### src/rtl/hazard_pkg.sv
// hazard_pkg: shared forwarding encodings and the "no use" T_use constant
package hazard_pkg;
    typedef enum logic [1:0] {
        FWD_NONE = 2'b00,
        FWD_M    = 2'b01,
        FWD_W    = 2'b10
    } fwd_e;
    // All-ones "no use" marker; callers slice it to their T_use width
    localparam logic [31:0] T_NONE = '1;
endpackage

### src/rtl/hazard_cmp.sv
// hazard_cmp: per-source stall/forward compare against the E, M and W slots
// Ports: i_src/i_tuse source register and its T_use; i_e_*/i_m_*/i_w_* slot
//        fields; o_stall data-hazard stall; o_fwd bypass select (M over W).
module hazard_cmp
    import hazard_pkg::*;
#(
    parameter int AW = 5,
    parameter int TW = 2
) (
    input  logic [AW-1:0] i_src,
    input  logic [TW-1:0] i_tuse,
    input  logic [AW-1:0] i_e_waddr,
    input  logic          i_e_we,
    input  logic [TW-1:0] i_e_tnew,
    input  logic [AW-1:0] i_m_waddr,
    input  logic          i_m_we,
    input  logic [TW-1:0] i_m_tnew,
    input  logic [AW-1:0] i_w_waddr,
    input  logic          i_w_we,
    output logic          o_stall,
    output logic [1:0]    o_fwd
);
    logic w_use, w_e_hit, w_m_hit, w_w_hit;
    // $0 never produces a hazard or a bypass
    assign w_use   = i_tuse != T_NONE[TW-1:0];
    assign w_e_hit = (i_src != '0) && i_e_we && (i_e_waddr == i_src);
    assign w_m_hit = (i_src != '0) && i_m_we && (i_m_waddr == i_src);
    assign w_w_hit = (i_src != '0) && i_w_we && (i_w_waddr == i_src);
    assign o_stall = w_use && ((w_e_hit && i_e_tnew > i_tuse) || (w_m_hit && i_m_tnew > i_tuse));
    assign o_fwd   = (w_m_hit && i_m_tnew == '0) ? FWD_M : w_w_hit ? FWD_W : FWD_NONE;
endmodule

### src/rtl/hazard_tracker.sv
// hazard_tracker: pipeline hazard tracker producing stall and bypass selects
// Ports: clk, reset (sync, active-high); D_* decode-stage sources, T_use,
//        destination/T_new and mult/div controls; stall; fwd_{rs,rt}_{D,E}.
// Macro HAZARD_MD_STALL_EN enables the mult/div busy counter and MD stall.
module hazard_tracker
    import hazard_pkg::*;
#(
    parameter int AW      = 5,
    parameter int TW      = 2,
    parameter int MUL_CYC = 5,
    parameter int DIV_CYC = 10
) (
    input  logic          clk,
    input  logic          reset,
    input  logic [AW-1:0] D_rs,
    input  logic [AW-1:0] D_rt,
    input  logic [TW-1:0] D_tuse_rs,
    input  logic [TW-1:0] D_tuse_rt,
    input  logic [AW-1:0] D_waddr,
    input  logic          D_we,
    input  logic [TW-1:0] D_tnew,
    input  logic          D_md_start,
    input  logic          D_md_div,
    input  logic          D_md_use,
    output logic          stall,
    output logic [1:0]    fwd_rs_D,
    output logic [1:0]    fwd_rt_D,
    output logic [1:0]    fwd_rs_E,
    output logic [1:0]    fwd_rt_E
);
    localparam int CW = $clog2((MUL_CYC > DIV_CYC ? MUL_CYC : DIV_CYC) + 1);
    logic [AW-1:0] r_e_rs, r_e_rt, r_e_waddr, r_m_waddr, r_w_waddr;
    logic          r_e_we, r_m_we, r_w_we, r_e_md_start, r_e_md_div;
    logic [TW-1:0] r_e_tnew, r_m_tnew;
    logic          w_st_rs_d, w_st_rt_d, w_st_rs_e, w_st_rt_e, w_md_stall;
    hazard_cmp #(.AW(AW), .TW(TW)) u_rs_d (
        .i_src(D_rs), .i_tuse(D_tuse_rs),
        .i_e_waddr(r_e_waddr), .i_e_we(r_e_we), .i_e_tnew(r_e_tnew),
        .i_m_waddr(r_m_waddr), .i_m_we(r_m_we), .i_m_tnew(r_m_tnew),
        .i_w_waddr(r_w_waddr), .i_w_we(r_w_we),
        .o_stall(w_st_rs_d), .o_fwd(fwd_rs_D)
    );
    hazard_cmp #(.AW(AW), .TW(TW)) u_rt_d (
        .i_src(D_rt), .i_tuse(D_tuse_rt),
        .i_e_waddr(r_e_waddr), .i_e_we(r_e_we), .i_e_tnew(r_e_tnew),
        .i_m_waddr(r_m_waddr), .i_m_we(r_m_we), .i_m_tnew(r_m_tnew),
        .i_w_waddr(r_w_waddr), .i_w_we(r_w_we),
        .o_stall(w_st_rt_d), .o_fwd(fwd_rt_D)
    );
    // E-stage sources only need bypass selects; "no use" keeps their stall at 0
    hazard_cmp #(.AW(AW), .TW(TW)) u_rs_e (
        .i_src(r_e_rs), .i_tuse(T_NONE[TW-1:0]),
        .i_e_waddr('0), .i_e_we(1'b0), .i_e_tnew('0),
        .i_m_waddr(r_m_waddr), .i_m_we(r_m_we), .i_m_tnew(r_m_tnew),
        .i_w_waddr(r_w_waddr), .i_w_we(r_w_we),
        .o_stall(w_st_rs_e), .o_fwd(fwd_rs_E)
    );
    hazard_cmp #(.AW(AW), .TW(TW)) u_rt_e (
        .i_src(r_e_rt), .i_tuse(T_NONE[TW-1:0]),
        .i_e_waddr('0), .i_e_we(1'b0), .i_e_tnew('0),
        .i_m_waddr(r_m_waddr), .i_m_we(r_m_we), .i_m_tnew(r_m_tnew),
        .i_w_waddr(r_w_waddr), .i_w_we(r_w_we),
        .o_stall(w_st_rt_e), .o_fwd(fwd_rt_E)
    );
    assign stall = w_st_rs_d | w_st_rt_d | w_st_rs_e | w_st_rt_e | w_md_stall;
    always_ff @(posedge clk) begin
        if (reset) begin
            r_e_rs       <= '0;
            r_e_rt       <= '0;
            r_e_waddr    <= '0;
            r_e_we       <= 1'b0;
            r_e_tnew     <= '0;
            r_e_md_start <= 1'b0;
            r_e_md_div   <= 1'b0;
            r_m_waddr    <= '0;
            r_m_we       <= 1'b0;
            r_m_tnew     <= '0;
            r_w_waddr    <= '0;
            r_w_we       <= 1'b0;
        end else begin
            r_e_rs       <= stall ? '0 : D_rs;
            r_e_rt       <= stall ? '0 : D_rt;
            r_e_waddr    <= stall ? '0 : D_waddr;
            r_e_we       <= stall ? 1'b0 : D_we;
            r_e_tnew     <= stall ? '0 : D_tnew;
            r_e_md_start <= stall ? 1'b0 : D_md_start;
            r_e_md_div   <= stall ? 1'b0 : D_md_div;
            r_m_waddr    <= r_e_waddr;
            r_m_we       <= r_e_we;
            r_m_tnew     <= (r_e_tnew == '0) ? '0 : r_e_tnew - 1'b1;
            r_w_waddr    <= r_m_waddr;
            r_w_we       <= r_m_we;
        end
    end
`ifdef HAZARD_MD_STALL_EN
    logic [CW-1:0] r_md_cnt;
    always_ff @(posedge clk) begin
        if (reset) r_md_cnt <= '0;
        else if (r_e_md_start) r_md_cnt <= r_e_md_div ? CW'(DIV_CYC) : CW'(MUL_CYC);
        else if (r_md_cnt != '0) r_md_cnt <= r_md_cnt - 1'b1;
    end
    assign w_md_stall = D_md_use && (r_e_md_start || r_md_cnt != '0);
`else
    logic w_unused;
    assign w_md_stall = 1'b0;
    assign w_unused   = ^{D_md_start, D_md_div, D_md_use, r_e_md_start, r_e_md_div,
                          CW'(MUL_CYC), CW'(DIV_CYC)};
`endif
endmodule

### config.mk
export PLATFORM = sky130hd
export DESIGN_NAME = hazard_tracker
export DESIGN_NICKNAME = d
export VERILOG_FILES = /design/src/rtl/hazard_pkg.sv /design/src/rtl/hazard_cmp.sv /design/src/rtl/hazard_tracker.sv
export SDC_FILE = /design/constraint.sdc
export NUM_CORES = 1
export LEC_CHECK = 0
export BUFFER_PORTS_ARGS = -buffer_cell sky130_fd_sc_hd__buf_2
export CAP_MARGIN = 20
export CORE_MARGIN = 1
export CORE_UTILIZATION = 25
export CTS_BUF_LIST = sky130_fd_sc_hd__clkbuf_4
export DETAILED_ROUTE_END_ITERATION = 7
export PLACE_DENSITY = 0.42
export SLEW_MARGIN = 40
export SYNTH_ARGS = -nofsm -noshare
export SYNTH_HDL_FRONTEND = slang
export SYNTH_SLANG_ARGS = --single-unit
### constraint.sdc
create_clock -name clk -period 4.6 [get_ports clk]
set_input_delay 0.23 -clock clk [delete_from_list [all_inputs] [get_ports clk]]
set_output_delay 0.23 -clock clk [all_outputs]
set_load 0.005 [all_outputs]
==> flow_metrics.tcl <==
set metrics [dict create \
    timing.rr.start "r_m_waddr[2]" \
    vdd_drop_max_uv 99.0 \
    p_leak_uw 0.000898 \
    drcViolationCount 0 \
    crit_fanout 12 \
    grt_pass1_vias 1544 \
    numCtsBuffers 5 \
    cts_setup_buffers 0 \
    grt_first_pass_wirelength_um 8400 \
    synthTopCellsByArea "dfxtp_1 32%, xnor2_1 15%, nand3b_1 6.8%" \
    skew_ns 0.00700 \
    clockBufferDepth 2 \
    syn_to_final_growth_pct 14.6 \
    initial_core_util 0.258 \
    gp_congestion 0.742 \
    syn_nets 256 \
    yosysMostFrequentCell "xnor2_1" \
    rows 32 \
    min_period_over_period 0.571 \
    required_ns 4.37 \
    route.met2.wl_um 2330 \
    crit_start "r_m_waddr[2]" \
    syn_area_per_cell_um2 9.02 \
    antennaDiodeCount 0 \
    grtUsageTotal 0.134 \
    worst_pin_slew_ns 0.634 \
    hpwlAfterDp_um 3930 \
    synth_cell_types 30 \
    synth.largest_area_cell "dfxtp_1" \
    cap_viol_max_count 0 \
    dr.pass1.iters 4 \
    seq_area_frac_synth 0.323 \
    vias_per_cell 4.48 \
    dr_total_vias 1553 \
    hp-start "D_waddr[0]" \
    path_depth 6 \
    io_pins 36 \
    cts-root-buf "clkbuf_4" \
    synth_edf_count 0 \
    wl_met1_um 2590 \
    powerDensity_nw_per_um2 276 \
    hold_path_depth 3 \
    synth_seq_cells 32 \
    slew_headroom 0.574 \
    wl_um 5160 \
    ant_nets 0 \
    layout-drive-gt1-share 0.192 \
    status "finished, final reports clean" \
    fin_crit_ns 2.63 \
    finalHoldViolCount 0 \
    crit_chain "xor2_1, nor3_1, nand3_1, nor4_4, or3b_1, buf_2" \
    hold_path_class "in -> reg" \
    die_x_um 91.1 \
    crit_path_end_kind "output port" \
    reg2regPathDepth 6 \
    fmax_ghz 0.380 \
    cp_top_family "simple AND/OR/NAND/NOR gates" \
    synthFlopType "dfxtp_1" \
    clk_latency_ns 0.33 \
    grt_overflow 0 \
    netlist_instances 220 \
    async_flop_share 0 \
    crit_slowest_cell "nor4_4" \
    htreeDepth 2 \
    wire_per_inst_um 14.9 \
    coreArea_um2 7690 \
    synth_top_area_share 0.323 \
    die_area_um2 8300 \
    yosys_warnings 0 \
    cts_resized 0 \
    cts_tree "built" \
    wl_met3_um 209 \
    drt_iter0_drc 81 \
    finalPower_uw 627 \
    critPathArrivalTime_ns 2.40 \
    clock-sinks 32 \
    drv_slew 0 \
    antenna_found_initial 0 \
    crit_buf_inv 1 \
    grt_start_max_net_pins 33 \
    setup_violations 0 \
    slowest_delay_ns 0.66 \
    path_class "reg -> out" \
    startpoint_type "flop" \
    nets 280 \
    cts_hold_buf 0 \
    io_buffers 32 \
    top_layer_used "met4" \
    die_h_um 91.1 \
    synth_common_cells "35 x xnor2_1, 32 x dfxtp_1, 22 x nor3_1" \
    tns_ns 0 \
    synth_area_um2 1980 \
    fill_cells 832 \
    rsz0062_at_grt "no" \
    path_clk_slew_ns 0.10 \
]
-- metrics by stage --
step / setup WS [ns] / cell area (um^2) / std cells / utilization / hold slack, ns
6_report: 1.97 / 2270 / 347 / 0.296 / 0.133
5_1_grt: 1.76 / 2270 / 347 / 0.296 / 0.120
4_1_cts: 1.93 / 2270 / 347 / 0.296 / 0.120
3_5_place_dp: 2.33 / 2190 / 339 / 0.285 / 0.462
3_3_place_gp: 2.35 / 2190 / 339 / 0.285 / 0.471
2_1_floorplan: 2.79 / 1980 / 220 / - / 0.373
-- power by group --
part	internal [uW]	switching, uW
Combinational	50.0	46.9
Sequential	291	19.3
Clock	120	100
Total	460	167
-- metal layers --
| metal | global-route usage | vias to the layer above |
|---|---|---|
| li1 | - | 800 |
| met3 | 0.0251 | 5 |
| met4 | 0.0357 | 0 |
| met2 | 0.210 | 37 |
| met5 | 0 | - |
| met1 | 0.189 | 711 |
-- area by class of cell --
class                           instances  area, um^2  area share
Sequential cell                        32         641       0.282
Multi-Input combinational cell        164        1220       0.538
Timing Repair Buffer                   34         175      0.0771
Clock inverter                          2        35.0      0.0154
Tap cell                              102         128      0.0561
Clock buffer                            6        45.0      0.0198
Inverter                                7        26.3      0.0116
-- logic make-up (layout without fill, tap and decap cells) --
kind of cell	Yosys count	in the layout	share of synthesized area
adder cells (fa/ha/maj)	9	9	0.0567
AO/OA/AOI/OAI	11	11	0.0492
AND/OR/NAND/NOR	94	94	0.290
XOR/XNOR	50	50	0.221
buffers and inverters	24	49	0.0605
flip-flops	32	32	0.323
-- flip-flops by register name, summed over array words and instances, names as in the netlist --
register   cells
r_e_rs         5
r_e_rt         5
r_e_tnew       2
r_e_waddr      5
r_e_we         1
r_m_tnew       2
r_m_waddr      5
r_m_we         1
r_w_waddr      5
r_w_we         1
-- layout by cell type (no fill, tap or decap), drive strengths merged, types with 3 or more instances in the layout --
cell type and instances:
buf 34, clkbuf 6, dfxtp 32, ha 9, inv 7, nand2 8
nand3 4, nand3b 18, nand4 5, nor2 6, nor2b 14, nor3 22
nor4 9, o21ai 3, or4 5, xnor2 35, xor2 15
-- final timing paths --
check / endpoint / slack [ns]
max: stall / 1.97
min: r_e_waddr[0] / 0.13
max reg2reg: r_e_rs[3] / 2.36
min reg2reg: r_m_tnew[0] / 0.46
-- worst register-to-register path, cell delays in order (launching register included) --
cell,delay [ns]
dfxtp_1,0.54
xor2_1,0.12
nor3_1,0.22
nand3_1,0.21
nor4_4,0.66
buf_4,0.29
nor3_1,0.08
No activity file was read; power rests on OpenSTA's default activity.
